===== src/rtl/calc_op_sched.sv =====
// calc_op_sched: multi-cycle add/sub/mul scheduler for the calculator datapath.
// Range-checks the result against 10^DIGITS-1, then streams it to the display
// path as BCD digits, least significant first, one digit per clock.
module calc_op_sched #(
  parameter int unsigned WIDTH  = 27,
  parameter int unsigned DIGITS = 8
) (
  input  logic             clock,
  input  logic             reset,
  input  logic             start,
  input  logic [3:0]       op,
  input  logic [WIDTH-1:0] a,
  input  logic [WIDTH-1:0] b,
  output logic             busy,
  output logic             done,
  output logic             err,
  output logic [WIDTH-1:0] result,
  output logic             digit_valid,
  output logic [3:0]       digit_data,
  output logic [3:0]       digit_pos
);

  function automatic logic [63:0] pow10(input int unsigned n);
    logic [63:0] p;
    p = 64'd1;
    for (int unsigned i = 0; i < n; i++) begin
      p = p * 64'd10;
    end
    return p;
  endfunction

  // Least significant decimal digit of v.
  function automatic logic [3:0] low_digit(input logic [WIDTH-1:0] v);
    logic [WIDTH-1:0] q;
    q = v / WIDTH'(10);
    return 4'(v - q * WIDTH'(10));
  endfunction

  localparam logic [WIDTH-1:0] MaxW    = WIDTH'(pow10(DIGITS) - 64'd1);
  localparam logic [WIDTH:0]   MaxX    = (WIDTH + 1)'(pow10(DIGITS) - 64'd1);
  localparam logic [3:0]       LastPos = 4'(DIGITS - 1);

  localparam logic [3:0] OpAdd = 4'b1010;
  localparam logic [3:0] OpSub = 4'b1011;
  localparam logic [3:0] OpMul = 4'b1100;

  typedef enum logic [2:0] {
    StIdle,
    StExec,
    StMul,
    StEmit,
    StDone
  } state_e;

  state_e           state_q, state_d;
  logic [WIDTH-1:0] a_q, a_d;
  logic [WIDTH-1:0] b_q, b_d;
  logic [3:0]       op_q, op_d;
  logic [WIDTH-1:0] acc_q, acc_d;
  logic [WIDTH-1:0] aux_q, aux_d;
  logic [WIDTH-1:0] cnt_q, cnt_d;
  logic [WIDTH-1:0] rem_q, rem_d;
  logic             ovf_q, ovf_d;
  logic             busy_q, busy_d;
  logic             done_q, done_d;
  logic             err_q, err_d;
  logic [WIDTH-1:0] result_q, result_d;
  logic             dvalid_q, dvalid_d;
  logic [3:0]       ddata_q, ddata_d;
  logic [3:0]       dpos_q, dpos_d;

  logic             go_emit, go_err;
  logic [WIDTH-1:0] emit_val;
  logic [WIDTH:0]   sum_ab;
  logic [WIDTH:0]   sum_mul;

  // Next-state, datapath and registered-output logic.
  always_comb begin
    state_d  = state_q;
    a_d      = a_q;
    b_d      = b_q;
    op_d     = op_q;
    acc_d    = acc_q;
    aux_d    = aux_q;
    cnt_d    = cnt_q;
    rem_d    = rem_q;
    ovf_d    = ovf_q;
    busy_d   = busy_q;
    done_d   = 1'b0;
    err_d    = err_q;
    result_d = result_q;
    dvalid_d = 1'b0;
    ddata_d  = ddata_q;
    dpos_d   = dpos_q;
    go_emit  = 1'b0;
    go_err   = 1'b0;
    emit_val = '0;
    sum_ab   = {1'b0, a_q} + {1'b0, b_q};
    sum_mul  = {1'b0, acc_q} + {1'b0, aux_q};

    unique case (state_q)
      StIdle: begin
        if (start) begin
          a_d     = a;
          b_d     = b;
          op_d    = op;
          err_d   = 1'b0;
          ovf_d   = 1'b0;
          busy_d  = 1'b1;
          state_d = StExec;
        end
      end

      StExec: begin
        if (a_q > MaxW || b_q > MaxW) begin
          go_err = 1'b1;
        end else begin
          case (op_q)
            OpAdd: begin
              if (sum_ab > MaxX) begin
                go_err = 1'b1;
              end else begin
                go_emit  = 1'b1;
                emit_val = sum_ab[WIDTH-1:0];
              end
            end
            OpSub: begin
              if (b_q > a_q) begin
                go_err = 1'b1;
              end else begin
                go_emit  = 1'b1;
                emit_val = a_q - b_q;
              end
            end
            OpMul: begin
              // Fewest iterations: count down the smaller operand.
              if (a_q < b_q) begin
                cnt_d = a_q;
                aux_d = b_q;
              end else begin
                cnt_d = b_q;
                aux_d = a_q;
              end
              acc_d = '0;
              if (a_q == '0 || b_q == '0) begin
                go_emit  = 1'b1;
                emit_val = '0;
              end else begin
                state_d = StMul;
              end
            end
            default: go_err = 1'b1;
          endcase
        end
      end

      StMul: begin
        // Overflow is registered and acted on the following cycle, keeping the
        // adder/compare path away from the state decode.
        if (ovf_q) begin
          go_err = 1'b1;
        end else if (sum_mul > MaxX) begin
          ovf_d = 1'b1;
        end else begin
          acc_d = sum_mul[WIDTH-1:0];
          cnt_d = cnt_q - WIDTH'(1);
          if (cnt_q == WIDTH'(1)) begin
            go_emit  = 1'b1;
            emit_val = sum_mul[WIDTH-1:0];
          end
        end
      end

      StEmit: begin
        if (dpos_q == LastPos) begin
          state_d = StDone;
          busy_d  = 1'b0;
          done_d  = 1'b1;
        end else begin
          dvalid_d = 1'b1;
          dpos_d   = dpos_q + 4'd1;
          ddata_d  = low_digit(rem_q);
          rem_d    = rem_q / WIDTH'(10);
        end
      end

      StDone: begin
        busy_d  = 1'b0;
        state_d = StIdle;
      end

      default: state_d = StIdle;
    endcase

    if (go_err) begin
      err_d    = 1'b1;
      result_d = '0;
      busy_d   = 1'b0;
      done_d   = 1'b1;
      state_d  = StDone;
    end

    // Digit 0 is presented on the same edge the result is captured.
    if (go_emit) begin
      result_d = emit_val;
      dvalid_d = 1'b1;
      dpos_d   = 4'd0;
      ddata_d  = low_digit(emit_val);
      rem_d    = emit_val / WIDTH'(10);
      state_d  = StEmit;
    end
  end

  // State and datapath registers; reset aborts any transaction.
  always_ff @(posedge clock or negedge reset) begin
    if (!reset) begin
      state_q  <= StIdle;
      a_q      <= '0;
      b_q      <= '0;
      op_q     <= '0;
      acc_q    <= '0;
      aux_q    <= '0;
      cnt_q    <= '0;
      rem_q    <= '0;
      ovf_q    <= 1'b0;
      busy_q   <= 1'b0;
      done_q   <= 1'b0;
      err_q    <= 1'b0;
      result_q <= '0;
      dvalid_q <= 1'b0;
      ddata_q  <= '0;
      dpos_q   <= '0;
    end else begin
      state_q  <= state_d;
      a_q      <= a_d;
      b_q      <= b_d;
      op_q     <= op_d;
      acc_q    <= acc_d;
      aux_q    <= aux_d;
      cnt_q    <= cnt_d;
      rem_q    <= rem_d;
      ovf_q    <= ovf_d;
      busy_q   <= busy_d;
      done_q   <= done_d;
      err_q    <= err_d;
      result_q <= result_d;
      dvalid_q <= dvalid_d;
      ddata_q  <= ddata_d;
      dpos_q   <= dpos_d;
    end
  end

  assign busy        = busy_q;
  assign done        = done_q;
  assign err         = err_q;
  assign result      = result_q;
  assign digit_valid = dvalid_q;
  assign digit_data  = ddata_q;
  assign digit_pos   = dpos_q;

endmodule


===== config.mk =====
export PLATFORM = sky130hd
export DESIGN_NAME = calc_op_sched
export DESIGN_NICKNAME = d
export VERILOG_FILES = /design/src/rtl/calc_op_sched.sv
export SDC_FILE = /design/constraint.sdc
export NUM_CORES = 1
export LEC_CHECK = 0
export BUFFER_PORTS_ARGS = -buffer_cell sky130_fd_sc_hd__buf_2
export CELL_PAD_IN_SITES_DETAIL_PLACEMENT = 0
export CELL_PAD_IN_SITES_GLOBAL_PLACEMENT = 1
export CORE_ASPECT_RATIO = 2
export CORE_MARGIN = 2
export CORE_UTILIZATION = 45
export CTS_CLUSTER_DIAMETER = 50
export DETAILED_ROUTE_END_ITERATION = 6
export PLACE_DENSITY = 0.84
export SYNTH_ARGS = -nofsm -noshare
export SYNTH_HDL_FRONTEND = slang
export SYNTH_SLANG_ARGS = --single-unit

===== constraint.sdc =====
create_clock -name clock -period 14.4 [get_ports clock]
set_input_delay 0.72 -clock clock [delete_from_list [all_inputs] [get_ports clock]]
set_output_delay 0.72 -clock clock [all_outputs]
set_load 0.1 [all_outputs]

Word-level counts from Yosys, hierarchy flattened --
Cells that the tools add are included.
Operators by class: add/sub/neg operators 7, multipliers 2, divide/modulo/power cells 2, magnitude comparators 6, equality and inequality tests 23, muxes and demuxes 70, bitwise logic cells 1, reduce and logical (&&, ||, !) cells 20
Operators with widths (number):
- 27-bit 2-to-1 mux | 21
- 27-bit one-hot mux with 2 select lines | 4
- 27-bit by 27-bit adder with 28-bit output | 2
- 28-bit by 27-bit greater-than comparator with 1-bit output, second input constant | 2
- 27-bit by 4-bit divider with 27-bit output, second input constant | 2
- 27-bit greater-than comparator, second input constant | 2
- 27-bit zero test | 2
- 27-bit by 3-bit multiplier with 3-bit output, second input constant | 2
- 27-bit by 1-bit equality test with 1-bit output, second input constant | 1
- 27-bit greater-than comparator | 1
- 27-bit < comparator | 1
- 27-bit by 1-bit subtractor with 27-bit output, second input constant | 1
- 27-bit subtractor | 1
- 1-bit 2-to-1 mux | 25
- 4-bit 2-to-1 mux | 6
- 3-bit 2-to-1 mux | 7
- 4-bit inequality test, second input constant | 5
- 4-bit equality test, second input constant | 3
- 2-bit inequality test, second input constant | 6
- 3-bit one-hot mux with 4 select lines | 1
- 2-bit nonzero test | 6
- 3-bit inequality test, second input constant | 3
- 1-bit one-hot mux with 3 select lines | 3
- 2-bit AND reduction | 4
- 14 further kinds | 20
Word-level totals: bits in registers 209, bits of input ports 61, logic and storage cells 147

Logic depth before layout (Yosys ltp) --
Gate-level depths: netlist of run 1.
depth after elaboration 10, depth in mapped cells 62

Least setup slack after synthesis of run 1 --
No wires, ideal clock.
kind reg-to-reg, start reg b_q[0], end reg ddata_q[2] (netlist: digit_data[2]), data arrival time 12342 ps, required time 14273 ps, path slack 1931 ps, cell stages (with the launch flop) 56, path buffers 5, path through dfrtp_1 > ha_1 > fa_1 > nor2b_1 > o311ai_2 > a21oi_1 > or3_1 > o2111a_1 > a211o_1 > a2111oi_4 > nor3b_1 > a221o_1 > and2_1 > nand3_1 > o31a_1 > buf_2 > a21oi_1 > o31ai_1 > (+20 left out) > o32a_1 > a31oi_1 > o21ai_0 > o31a_2 > xor2_4 > ha_1 > nand4b_1 > nand2_1 > a21oi_1 > ha_1 > a32oi_1 > a221oi_2 > inv_1 > ha_1 > inv_1 > fa_1 > nor2b_1 > a221o_1
On the way: word-level cells in the longest chain between the ends 10
RTL lines:
- start, declared | RTL line 57 | logic [WIDTH-1:0] b_q, b_d;
- start signal, assigned | RTL line 219 | b_q <= '0;
- start signal, assigned | RTL line 236 | b_q <= b_d;
- 27-bit by 27-bit adder with 28-bit output | RTL line 98 | sum_ab = {1'b0, a_q} + {1'b0, b_q};
- 28-bit by 27-bit greater-than comparator with 1-bit output | RTL line 120 | if (sum_ab > MaxX) begin
- 27-bit 2-to-1 mux | RTL line 120
- 27-bit one-hot mux with 2 select lines | RTL line 118 | case (op_q)
- 27-bit 2-to-1 mux | RTL line 115 | if (a_q > MaxW || b_q > MaxW) begin
- 27-bit one-hot mux with 2 select lines | RTL line 101 | unique case (state_q)
- 27-bit by 4-bit divider with 27-bit output | RTL line 35 | q = v / WIDTH'(10);
- 27-bit by 3-bit multiplier with 3-bit output | RTL line 36 | return 4'(v - q * WIDTH'(10));
- 4-bit subtractor | RTL line 36
- 4-bit 2-to-1 mux | RTL line 204 | if (go_emit) begin
- end signal, assigned | RTL line 248 | ddata_q <= ddata_d;
- end, declared | RTL line 69 | logic [3:0] ddata_q, ddata_d;
Parallel ways exist; a longest one is shown, timed or not. A chain may end at the register's enable or synchronous reset.

Worst setup path in the final report of run 1 --
start reg b_q[10], end reg ddata_q[2] (netlist: digit_data[2])
Same word-level chain as after synthesis.

==> results.json, run 1 <==
{
  "outcome": "complete, but fails checks",
  "violations": "DRC",
  "cts_max_path_buffers": 3,
  "drt-wirelength-per-cell_um": 22.53,
  "grt_usage_pct": 31.76,
  "holdWs_ps": 93.75,
  "diodes": 0,
  "drtPass1Iterations": 7,
  "hp-class": "in -> async",
  "cp.required_ps": 14860,
  "worst_setup_path_start_kind": "register",
  "max-cap-violations": 0,
  "gr-usage-met2_pct": 52.25,
  "max-slew-margin-rel_pct": 24.83,
  "crit_type": "reg -> reg",
  "finalHoldViolCount": 0,
  "die-area_um2": 49470,
  "synth_cells": 2817,
  "netlist_area_um2": 21420,
  "port_buffers": 99,
  "yosys.area.top_type_share_pct": 24.06,
  "die_h_um": 312.6,
  "fillers": 4742,
  "tns_ps": 0,
  "place_area_um2": 23090,
  "grt_use_met3_pct": 3.328,
  "route.detailed.drc": 1,
  "clk_latency_ps": 600,
  "die_x_um": 158.3,
  "cts_root_buffer": "clkbuf_16",
  "slowest_delay_ps": 670,
  "hpwl_mm": 61.18,
  "num_vias": 23191,
  "wirelength_mm": 80.26,
  "synth.distinct_cells": 125,
  "yosys_register_bits": 206,
  "finalSetupViolCount": 0,
  "critPathMaxFanout": 11,
  "synth_warnings": 0,
  "initial_core_util_pct": 45.36,
  "drv_slew": 0,
  "crit_slowest_cell": "o31ai_1",
  "fin_crit_sh_pct": 95.52,
  "synth_edf_count": 0,
  "avgSynthCellArea_um2": 7.604,
  "synth_top_cell_by_area": "dfrtp_1",
  "netlist_top_cells_area": "dfrtp_1 24%, nand2_1 5.7%, a21oi_1 5.3%",
  "fmax_mhz": 72.70,
  "tightestPinTransition_ps": 1128,
  "gp_congestion": 0.9743,
  "grt_start_max_net_pins": 82,
  "period_minus_slack_ps": 13760,
  "ioPinCount": 100,
  "core_um2": 47220,
  "top_usage_layer": "met2",
  "via_per_inst": 6.509,
  "async_flop_share_pct": 100.0,
  "cp.arrival_ps": 14210,
  "cp-end-kind": "register",
  "yosysSeqAreaShare_pct": 24.06,
  "path_common_cell": "ha_1",
  "use_met1_pct": 40.36,
  "detail_route.iter0.violations": 1866,
  "numCtsBuffers": 26,
  "ff_latch_area_um2": 5155,
  "ant_nets": 0,
  "grt_pass1_wl_mm": 123.9,
  "antenna_found_initial": 0,
  "area_growth_pct": 13.22,
  "synth_ff_type": "dfrtp_1",
  "layout-drive-gt1-share_pct": 15.39,
  "reg2reg_depth": 54,
  "cts.sinks": 206,
  "fin_area_um2": 24250,
  "synth_fp_nets": 2973,
  "synth_commonest_cells": "326 x nand2_1, 227 x a21oi_1, 226 x nor2_1",
  "h-tree-depth": 1,
  "first_global_vias": 21960,
  "cts_tree": "done",
  "crit_start": "b_q[10]",
  "fin_worst_skew_ps": 37.71,
  "clkTransAtPathRegs_ps": 60,
  "multi_input_area_um2": 15510,
  "nets": 3071,
  "rows": 113,
  "r2r_start": "b_q[10]",
  "synth_most_common_cell": "nand2_1",
  "grt_overflow": 0
}
cell usage in the layout, fill, tap and decap left out, types with 26 or more instances in the layout:
cell	count
buf_2	98
buf_4	137
or3_1	33
o211ai_1	47
nor3_1	83
xnor2_1	53
a21oi_1	221
o31ai_1	54
o21ai_1	30
nor2_1	223
mux2_2	41
o22ai_1	35
o21a_1	28
o21ai_0	190
ha_1	89
and2_1	30
nand3_1	94
nand4_1	36
a211oi_1	36
nand2_1	325
a21o_1	44
nor4_1	40
clkbuf_16	26
a31oi_1	34
mux2i_1	36
dfrtp_1	206
inv_1	109
kinds of logic (layout without fill, tap and decap cells):
group,Yosys count,in the layout,synth area share [%]
compound gates,1040,1040,33.95
xor+xnor,70,70,3.049
fa+ha+maj,103,103,6.098
buf+inv,283,396,5.216
flops,206,206,24.06
mux,81,81,4.094
simple gates,1034,1035,23.53
flip-flops by register name, indices dropped and copies added (netlist names):
name,flops
ovf_q,1
a_q,27
b_q,27
digit_pos,4
result,27
state_q,3
acc_q,27
cnt_q,27
digit_valid,1
aux_q,27
digit_data,4
busy,1
rem_q,24
op_q,4
err,1
done,1
final cells by class:
class | instances | share of cell area, %
inverter | 116 | 1.795
sequential | 206 | 21.25
clock inverter | 9 | 0.4953
clock buffer | 35 | 2.904
multi-input combinational | 2329 | 63.96
tap | 632 | 3.260
timing repair buffer | 236 | 6.325
critical path, delay by kind of cell, from the launching register on:
family	cells	cell delay (ps)
adders and majority gates	5	1480
AOI/OAI and AO/OA	28	6580
and+or+nand+nor	12	3620
buffers and inverters	7	1050
xor gates and xnor gates	1	160
muxes	1	290
DFF	1	390
through the flow:
| stage | setup slack (ps) | instances | utilization [%] |
|---|---|---|---|
| 6_report | 644.9 | 3563 | 51.36 |
| 5_1_grt | -18.03 | 3563 | 51.36 |
| 4_1_cts | 153.0 | 3558 | 50.65 |
| 3_5_place_dp | 224.6 | 3514 | 48.91 |
| 3_3_place_gp | 514.1 | 3514 | 48.91 |
| 2_1_floorplan | 1931 | 2817 | - |
path summary, 6_finish.rpt:
check                                end  slack [ps]
setup / recovery           digit_data[2]         640
hold / removal                 cnt_q[24]          90
setup reg to reg           digit_data[2]         640
hold reg to reg               result[22]         470
max in group asynchronous      acc_q[11]       12860
min in group clock                b_q[2]         330
timing repair:
item | 4_1_cts | 5_1_grt
setup buffers | 0 | 4
hold buffers | 0 | 0
gates resized for setup | 0 | 54
setup endpoints to repair | 0 | 4
routing by layer:
layer	vias up	wire, um	share of wire, %
met2	989	37710	47
met5	-	0	0
met3	256	5031	6.3
li1	10857	-	-
met4	0	5433	6.8
met1	11089	32090	40
Power of run 1 is left out: the tool's default activity adds up to more than one toggle a clock period on the data nets, which glitch-free logic cannot reach.
==> run 2: changes to the inputs <==
--- a/config.mk
+++ b/config.mk
@@ -14,6 +14,7 @@
 export CTS_CLUSTER_DIAMETER = 50
 export DETAILED_ROUTE_END_ITERATION = 6
 export PLACE_DENSITY = 0.84
+export REMOVE_ABC_BUFFERS = 1
 export SYNTH_ARGS = -nofsm -noshare
 export SYNTH_HDL_FRONTEND = slang
 export SYNTH_SLANG_ARGS = --single-unit
==> results.json, run 2 (synthesized netlist as in run 1, its figures left out) <==
{
  "cp.required_ps": 14850,
  "hold_buffers": 0,
  "route.detailed.drc": 1,
  "worst-path-buf-inv": 7,
  "nets": 3049,
  "r2r_slack_ps": 720,
  "fin_crit_sh_pct": 95.03,
  "fillers": 4744,
  "critPathMaxFanout": 23,
  "first_global_vias": 21761,
  "fin_worst_skew_ps": 35.33,
  "crit_start": "b_q[16]",
  "num_vias": 22952,
  "hpwl_mm": 59.63,
  "r2r_start": "b_q[16]",
  "cts.sinks": 206,
  "wirelength_mm": 78.56,
  "port_buffers": 99,
  "rows": 113,
  "cts_max_path_buffers": 3,
  "core_um2": 47220,
  "worst_setup_path_start_kind": "register",
  "outcome": "complete, but fails checks",
  "cp-end-kind": "register",
  "drt-wirelength-per-cell_um": 22.15,
  "via_per_inst": 6.473,
  "grt_pass1_wl_mm": 122.2,
  "finalHoldViolCount": 0,
  "final_cell_mix": "325 x nand2_1, 223 x a21oi_1, 221 x nor2_1",
  "gp_congestion": 0.9826,
  "grt_overflow": 0,
  "numCtsBuffers": 27,
  "reg2reg_depth": 54,
  "ioPinCount": 100,
  "fin_util_pct": 51.25,
  "grt_usage_pct": 31.13,
  "drv_slew": 0,
  "drtPass1Iterations": 7,
  "detail_route.iter0.violations": 1907,
  "max-slew-margin-rel_pct": 22.67,
  "finalSetupViolCount": 0,
  "r2r-end": "digit_data[2]",
  "layout_commonest_cell": "nand2_1",
  "max-cap-violations": 0,
  "h-tree-depth": 1,
  "cts_root_buffer": "clkbuf_16",
  "antenna_found_initial": 1,
  "grt_start_max_net_pins": 103,
  "slowest_delay_ps": 550,
  "die_h_um": 312.6,
  "path_delay_family": "compound AO/OA/AOI/OAI gates",
  "cp.arrival_ps": 14130,
  "layout-drive-gt1-share_pct": 15.17,
  "crit_type": "reg -> reg",
  "diodes": 0,
  "area_growth_pct": 12.98,
  "violations": "DRC",
  "clkTransAtPathRegs_ps": 70,
  "tightestPinTransition_ps": 1148,
  "period_minus_slack_ps": 13680,
  "clk_latency_ps": 590,
  "path_common_cell": "ha_1",
  "ant_nets": 0,
  "cts_tree": "done",
  "hp-class": "in -> async",
  "die_x_um": 158.3,
  "die-area_um2": 49470,
  "fmax_mhz": 73.07,
  "initial_core_util_pct": 45.36,
  "crit_slowest_cell": "ha_1"
}
run 2: area by class of cell:
cell class,instances,area (um2),share of cell area [%]
multi-input combinational,2328,15530,64.19
clock inverter,13,141.4,0.5842
sequential,206,5156,21.30
tap,632,790.8,3.267
inverter,116,435.4,1.799
clock buffer,37,763.2,3.153
timing repair buffer,214,1381,5.707
run 2: repair_timing:
| action | 4_1_cts | 5_1_grt |
|---|---|---|
| gates resized for setup | 0 | 61 |
| hold endpoints to repair | 0 | 0 |
| setup endpoints to repair | 0 | 4 |
| buffers inserted | 0 | 12 |
run 2: how the worst max path moves through the flow:
| stage | to | cells after the start | slack (ps) |
|---|---|---|---|
| 2_1_floorplan | digit_data[2] | 47 | 610 |
| 3_3_place_gp | digit_data[2] | 51 | 400 |
| 3_5_place_dp | digit_data[2] | 51 | 210 |
| 4_1_cts | digit_data[2] | 51 | 120 |
| 5_1_grt | digit_data[2] | 52 | -50 |
| 6_report | digit_data[2] | 54 | 720 |
run 2: per-stage QoR:
step           worst slack (ps)  TNS [ps]  cells  area (um2)  hold slack, ps
3_3_place_gp              397.5         0   3484       22870           449.4
4_1_cts                   119.5         0   3534       23780           207.8
3_5_place_dp              213.5         0   3484       22870           458.2
2_1_floorplan             613.9         0   2650       20740           424.4
6_report                  715.4         0   3546       24200           172.0
5_1_grt                  -52.92    -85.15   3546       24200           240.7
run 2: layer usage:
layer  vias to the layer above  track usage (%)  share of wire, %
met2                       915            51.79                48
met4                         2            15.52               5.9
met5                         -                0             0.017
met1                     10993            39.29                40
met3                       238            3.993               6.6
li1                      10804                -                 -
Power of run 2 is left out for the same reason.
